## config.mk

```make
export PLATFORM = sky130hd
export DESIGN_NAME = dro_sequencer
export DESIGN_NICKNAME = d
export VERILOG_FILES = /design/src/rtl/dro_seq_pkg.sv /design/src/rtl/dro_guard_timer.sv /design/src/rtl/dro_sequencer.sv
export SDC_FILE = /design/constraint.sdc
export NUM_CORES = 1
export LEC_CHECK = 0
export ABC_AREA = 1
export ABC_CLOCK_PERIOD_IN_PS = 3300
export BUFFER_PORTS_ARGS = -buffer_cell sky130_fd_sc_hd__clkbuf_2
export CAP_MARGIN = 20
export CORE_ASPECT_RATIO = 0.9
export CORE_MARGIN = 2
export CORE_UTILIZATION = 45
export DETAILED_ROUTE_END_ITERATION = 8
export GPL_ROUTABILITY_DRIVEN = 0
export GPL_TIMING_DRIVEN = 0
export HOLD_SLACK_MARGIN = 0.1
export PLACE_DENSITY = 0.68
export SLEW_MARGIN = 10
export SYNTH_ARGS = -nofsm -noshare
export SYNTH_HDL_FRONTEND = slang
export SYNTH_SLANG_ARGS = --single-unit
```

## constraint.sdc

```tcl
create_clock -name clk -period 3.3 [get_ports clk]
set_input_delay 0.165 -clock clk [delete_from_list [all_inputs] [get_ports clk]]
set_output_delay 0.165 -clock clk [all_outputs]
set_load 0.02 [all_outputs]
```

## src/rtl/dro_seq_pkg.sv

```systemverilog
// Shared types and default sizing for the DRO cell sequencer.
package dro_seq_pkg;

  localparam int unsigned SEP_W_DEF   = 4;
  localparam int unsigned OUT_LAT_DEF = 3;
  localparam int unsigned VIOL_W_DEF  = 8;

  typedef enum logic [1:0] {
    StIdle     = 2'd0,
    StSetGuard = 2'd1,
    StReadWait = 2'd2,
    StRstGuard = 2'd3
  } dro_state_e;

endpackage

```

## src/rtl/dro_guard_timer.sv

```systemverilog
// Loadable down-counter shared by the guard intervals and the readout window.
module dro_guard_timer #(
  parameter int unsigned W = 4
) (
  input  logic         clk,
  input  logic         rst,
  input  logic         load,
  input  logic [W-1:0] load_val,
  input  logic         tick,
  output logic [W-1:0] value,
  output logic         zero
);

  logic [W-1:0] cnt_q;

  // Load wins over tick; the count holds at zero rather than wrapping.
  always_ff @(posedge clk) begin
    if (rst) begin
      cnt_q <= '0;
    end else if (load) begin
      cnt_q <= load_val;
    end else if (tick && (cnt_q != '0)) begin
      cnt_q <= cnt_q - 1'b1;
    end
  end

  assign value = cnt_q;
  assign zero  = (cnt_q == '0);

endmodule

```

## src/rtl/dro_sequencer.sv

```systemverilog
// Pulse sequencer for a destructive-readout cell: set/reset pulses, guard spacing, read capture.
module dro_sequencer
  import dro_seq_pkg::*;
#(
  parameter int unsigned SEP_W   = SEP_W_DEF,
  parameter int unsigned OUT_LAT = OUT_LAT_DEF,
  parameter int unsigned VIOL_W  = VIOL_W_DEF
) (
  input  logic              clk,
  input  logic              rst,
  input  logic              wr_req,
  input  logic              rd_req,
  input  logic [SEP_W-1:0]  min_sr,
  input  logic [SEP_W-1:0]  min_rs,
  input  logic              dro_out,
  output logic              dro_set,
  output logic              dro_reset,
  output logic              wr_ack,
  output logic              rd_ack,
  output logic              rd_valid,
  output logic              rd_data,
  output logic              busy,
  output logic [VIOL_W-1:0] spurious_cnt
);

  dro_state_e state_q, state_d;

  logic             cap_q, cap_d;
  logic             set_d, pulse_d, valid_d, data_d;
  logic [VIOL_W-1:0] spur_d;

  logic             tmr_load, tmr_tick, tmr_zero;
  logic [SEP_W-1:0] tmr_load_val, tmr_value;

  dro_guard_timer #(
    .W(SEP_W)
  ) u_timer (
    .clk      (clk),
    .rst      (rst),
    .load     (tmr_load),
    .load_val (tmr_load_val),
    .tick     (tmr_tick),
    .value    (tmr_value),
    .zero     (tmr_zero)
  );

  always_comb begin
    state_d      = state_q;
    cap_d        = cap_q;
    set_d        = 1'b0;
    pulse_d      = 1'b0;
    valid_d      = 1'b0;
    data_d       = rd_data;
    tmr_load     = 1'b0;
    tmr_load_val = '0;
    tmr_tick     = 1'b0;

    unique case (state_q)
      StIdle: begin
        // Reads take priority; a concurrent write stays pending until a later idle cycle.
        if (rd_req) begin
          pulse_d      = 1'b1;
          cap_d        = 1'b0;
          tmr_load     = 1'b1;
          tmr_load_val = SEP_W'(OUT_LAT);
          state_d      = StReadWait;
        end else if (wr_req) begin
          set_d        = 1'b1;
          tmr_load     = 1'b1;
          tmr_load_val = min_sr;
          state_d      = (min_sr == '0) ? StIdle : StSetGuard;
        end
      end
      StSetGuard, StRstGuard: begin
        tmr_tick = 1'b1;
        if (tmr_zero) begin
          state_d = StIdle;
        end
      end
      StReadWait: begin
        tmr_tick = 1'b1;
        cap_d    = cap_q | dro_out;
        // Window spans OUT_LAT cycles starting with the reset pulse itself.
        if (tmr_value == SEP_W'(1)) begin
          valid_d      = 1'b1;
          data_d       = cap_q | dro_out;
          tmr_load     = 1'b1;
          tmr_load_val = min_rs;
          state_d      = (min_rs == '0) ? StIdle : StRstGuard;
        end
      end
      default: state_d = StIdle;
    endcase
  end

  always_comb begin
    spur_d = spurious_cnt;
    if ((state_q != StReadWait) && dro_out && (spurious_cnt != '1)) begin
      spur_d = spurious_cnt + 1'b1;
    end
  end

  always_ff @(posedge clk) begin
    if (rst) begin
      state_q      <= StIdle;
      cap_q        <= 1'b0;
      dro_set      <= 1'b0;
      dro_reset    <= 1'b0;
      wr_ack       <= 1'b0;
      rd_ack       <= 1'b0;
      rd_valid     <= 1'b0;
      rd_data      <= 1'b0;
      busy         <= 1'b0;
      spurious_cnt <= '0;
    end else begin
      state_q      <= state_d;
      cap_q        <= cap_d;
      dro_set      <= set_d;
      dro_reset    <= pulse_d;
      wr_ack       <= set_d;
      rd_ack       <= pulse_d;
      rd_valid     <= valid_d;
      rd_data      <= data_d;
      busy         <= (state_d != StIdle);
      spurious_cnt <= spur_d;
    end
  end

endmodule

```

==> summary.md <==
- 0 — Final Hold Vio Count
- 6.48 um^2 — post-synthesis average cell area
- 0 — Remaining Overflow, GRT
- 4.22 mm — wire length of the first global-routing pass
- 0 — number of synthesis warnings
- flop — critical path startpoint category
- 442 ps — slew at the pin with the worst max-slew slack
- 310 ps — clock latency on the worst-skew pair
- 1410 ps — final period demand of the worst path
- 2.45 mm — wire length reported by the detailed router
- 0 ps — sum of negative setup slack
- 0.666 nW — leak pwr
- 1 — H-tree level count
- 120 ps — clock slew at the register clock pins of the worst setup and hold paths
- 1890 ps — Setup WS post-layout
- 1600 ps — CP Data Arrival Time
- 3 — number of clock buffers inserted by TritonCTS
- 0 — number of setup violations in the final report
- flop — capturing element type of the critical path
- 1900 ps — worst setup slack before clock tree synthesis
- 2420 um^2 — core region area
- 0 — final count of pins violating max slew
- 0.553 — final core utilization
- in2reg — path category of the worst min-delay check
- 151 ps — hold slack final
- no — RSZ-0062 raised after global routing
- 4 — DRT Pass-1 Iters
- 234 — final cell count without fillers
- 1.94 mm — half-perimeter wire length of the detailed placement result
- 1140 um^2 — Post-Synthesis Cell Area
- 0 — max-cap viol count
- 0.351 — portion of the post-synthesis area used by sequential elements
- 0 — Resized cells post-CTS
- 0.742 mW — Pwr Total
- 2950 um^2 — area enclosed by the die boundary
- finished clean — run status
- 28 — Top Ports
- 51.7 um — chip height
- 12 — maximum number of pins on one net before global-route repair
- 20 — #FFs+latches synth
- 0 — number of buffers added to fix hold violations after cts
- 223 — net count reported at finish
- 23 — number of distinct standard cells referenced by the synthesized netlist
- 0 — setup repair bufs after CTS
- 192 — Net Count, Synth
- 0 — number of remaining DRC errors
- 999 — via count of the first global-routing pass
- 0.470 — Initial Util
- 251 — count of fill cells added during filler insertion
- 1340 um^2 — cell area after layout
- 4.88 — via density per instance
- 0 — # diodes
- 5.97 ps — Post-Route Skew
- 26 — Port Buffer Count
- 1310 um^2 — Placed Area
- done — CTS tree
- 711 MHz — peak clock frequency supported by timing
- 2 — Longest Clk Path Bufs
- 0.000298 V — largest vdd supply drop
- 17 — FP Rows
- 0.706 — normalized max-slew margin
- 43 — Iter 0 DRT Violations
- 1890 ps — register-to-register path setup slack
- 17.7% — synth-to-layout area growth
- 0 — number of antenna-violating nets in the routed design
- 176 — gate count of the mapped netlist
- nand2_1 — most common library cell in the layout ignoring fill and taps
- nand2_1, nor2_1, clkbuf_2 — leading cell types in the layout, fill and taps excluded
- 0 — initial antenna violation count
- clkbuf_4 — Root Buffer
- 0.426 — crit share post-route
- 20 — Clock Sink Count
- 1141 — via count
- 0.218 — fraction of final layout cells with drive strength greater than 1
- 0.182 — global-route total usage across every layer
- 3500 ps — critical path data required time
- reg2reg — kind of critical path
- 10.4 um — average wire length per cell after detail routing
- 57.1 um — DIE WIDTH
- 8 — CP Max Fanout
- 553 nW/um^2 — power density over the cells
- 230 — placed cell count
state kept, by name (all words and copies together) (netlist names):
| register | count |
|---|---|
| busy | 1 |
| cap_q | 1 |
| rd_ack | 1 |
| rd_data | 1 |
| rd_valid | 1 |
| spurious_cnt | 8 |
| state_q | 2 |
| u_timer.value | 4 |
| wr_ack | 1 |
synth_stat cells (all sizes together):
master / n / area [um^2]
a21oi: 6 / 30.0
nand3: 12 / 75.1
clkbuf: 1 / 3.75
nand4: 1 / 6.26
nand3b: 1 / 7.51
nand2: 53 / 211
buf: 2 / 15.0
nor2: 36 / 158
o21ai: 13 / 65.1
xnor2: 1 / 8.76
ha: 3 / 37.5
dfxtp: 20 / 400
or2: 1 / 6.26
inv: 21 / 78.8
nor3: 2 / 10.0
xor2: 3 / 26.3
logic make-up after synthesis:
logic type / share of synthesized area
xor gates and xnor gates: 0.0307
adders and majority gates: 0.0329
DFF: 0.351
buffers and inverters: 0.0856
AOI/OAI and AO/OA: 0.0834
and+or+nand+nor: 0.416
cell type report:
cell class                      instances  area [um^2]  area share
Tap cell                               28         35.0      0.0261
Clock buffer                            4         36.3      0.0271
Multi-Input combinational cell        132          642       0.479
Sequential cell                        20          400       0.299
Inverter                               21         78.8      0.0588
Timing Repair Buffer                   26          130      0.0970
Buffer                                  3         18.8      0.0140
critical path, stage by stage (launching register included):
cell,delay (ps)
dfxtp_1,410
ha_1,210
inv_1,90
nor2_4,130
nand2_2,90
nand2_4,110
inv_2,90
nand2_1,60
nand2_1,40
nand2_1,50
nor2_1,30
per-layer routing:
metal	up-vias	GRT usage	routed length (um)
li1	604	-	-
met1	509	0.220	1150
met2	26	0.326	1170
met3	2	0.0448	105
met4	0	0.0465	21
met5	-	0	0
power breakdown:
| group | total [mW] | switching [mW] | internal [mW] |
|---|---|---|---|
| clock | 0.145 | 0.0780 | 0.0674 |
| combinational | 0.286 | 0.181 | 0.105 |
| sequential | 0.310 | 0.0317 | 0.279 |
final timing paths:
check | depth (start not counted) | endpoint | from
min | 3 | wr_ack$_SDFF_PP0_ | wr_req
max | 10 | spurious_cnt[6]$_SDFFE_PP0P_ | spurious_cnt[1]$_SDFFE_PP0P_
max reg2reg | 10 | spurious_cnt[6]$_SDFFE_PP0P_ | spurious_cnt[1]$_SDFFE_PP0P_
min reg2reg | 2 | cap_q$_SDFFE_PP0P_ | cap_q$_SDFFE_PP0P_
Power figures use the tool's default switching activity.
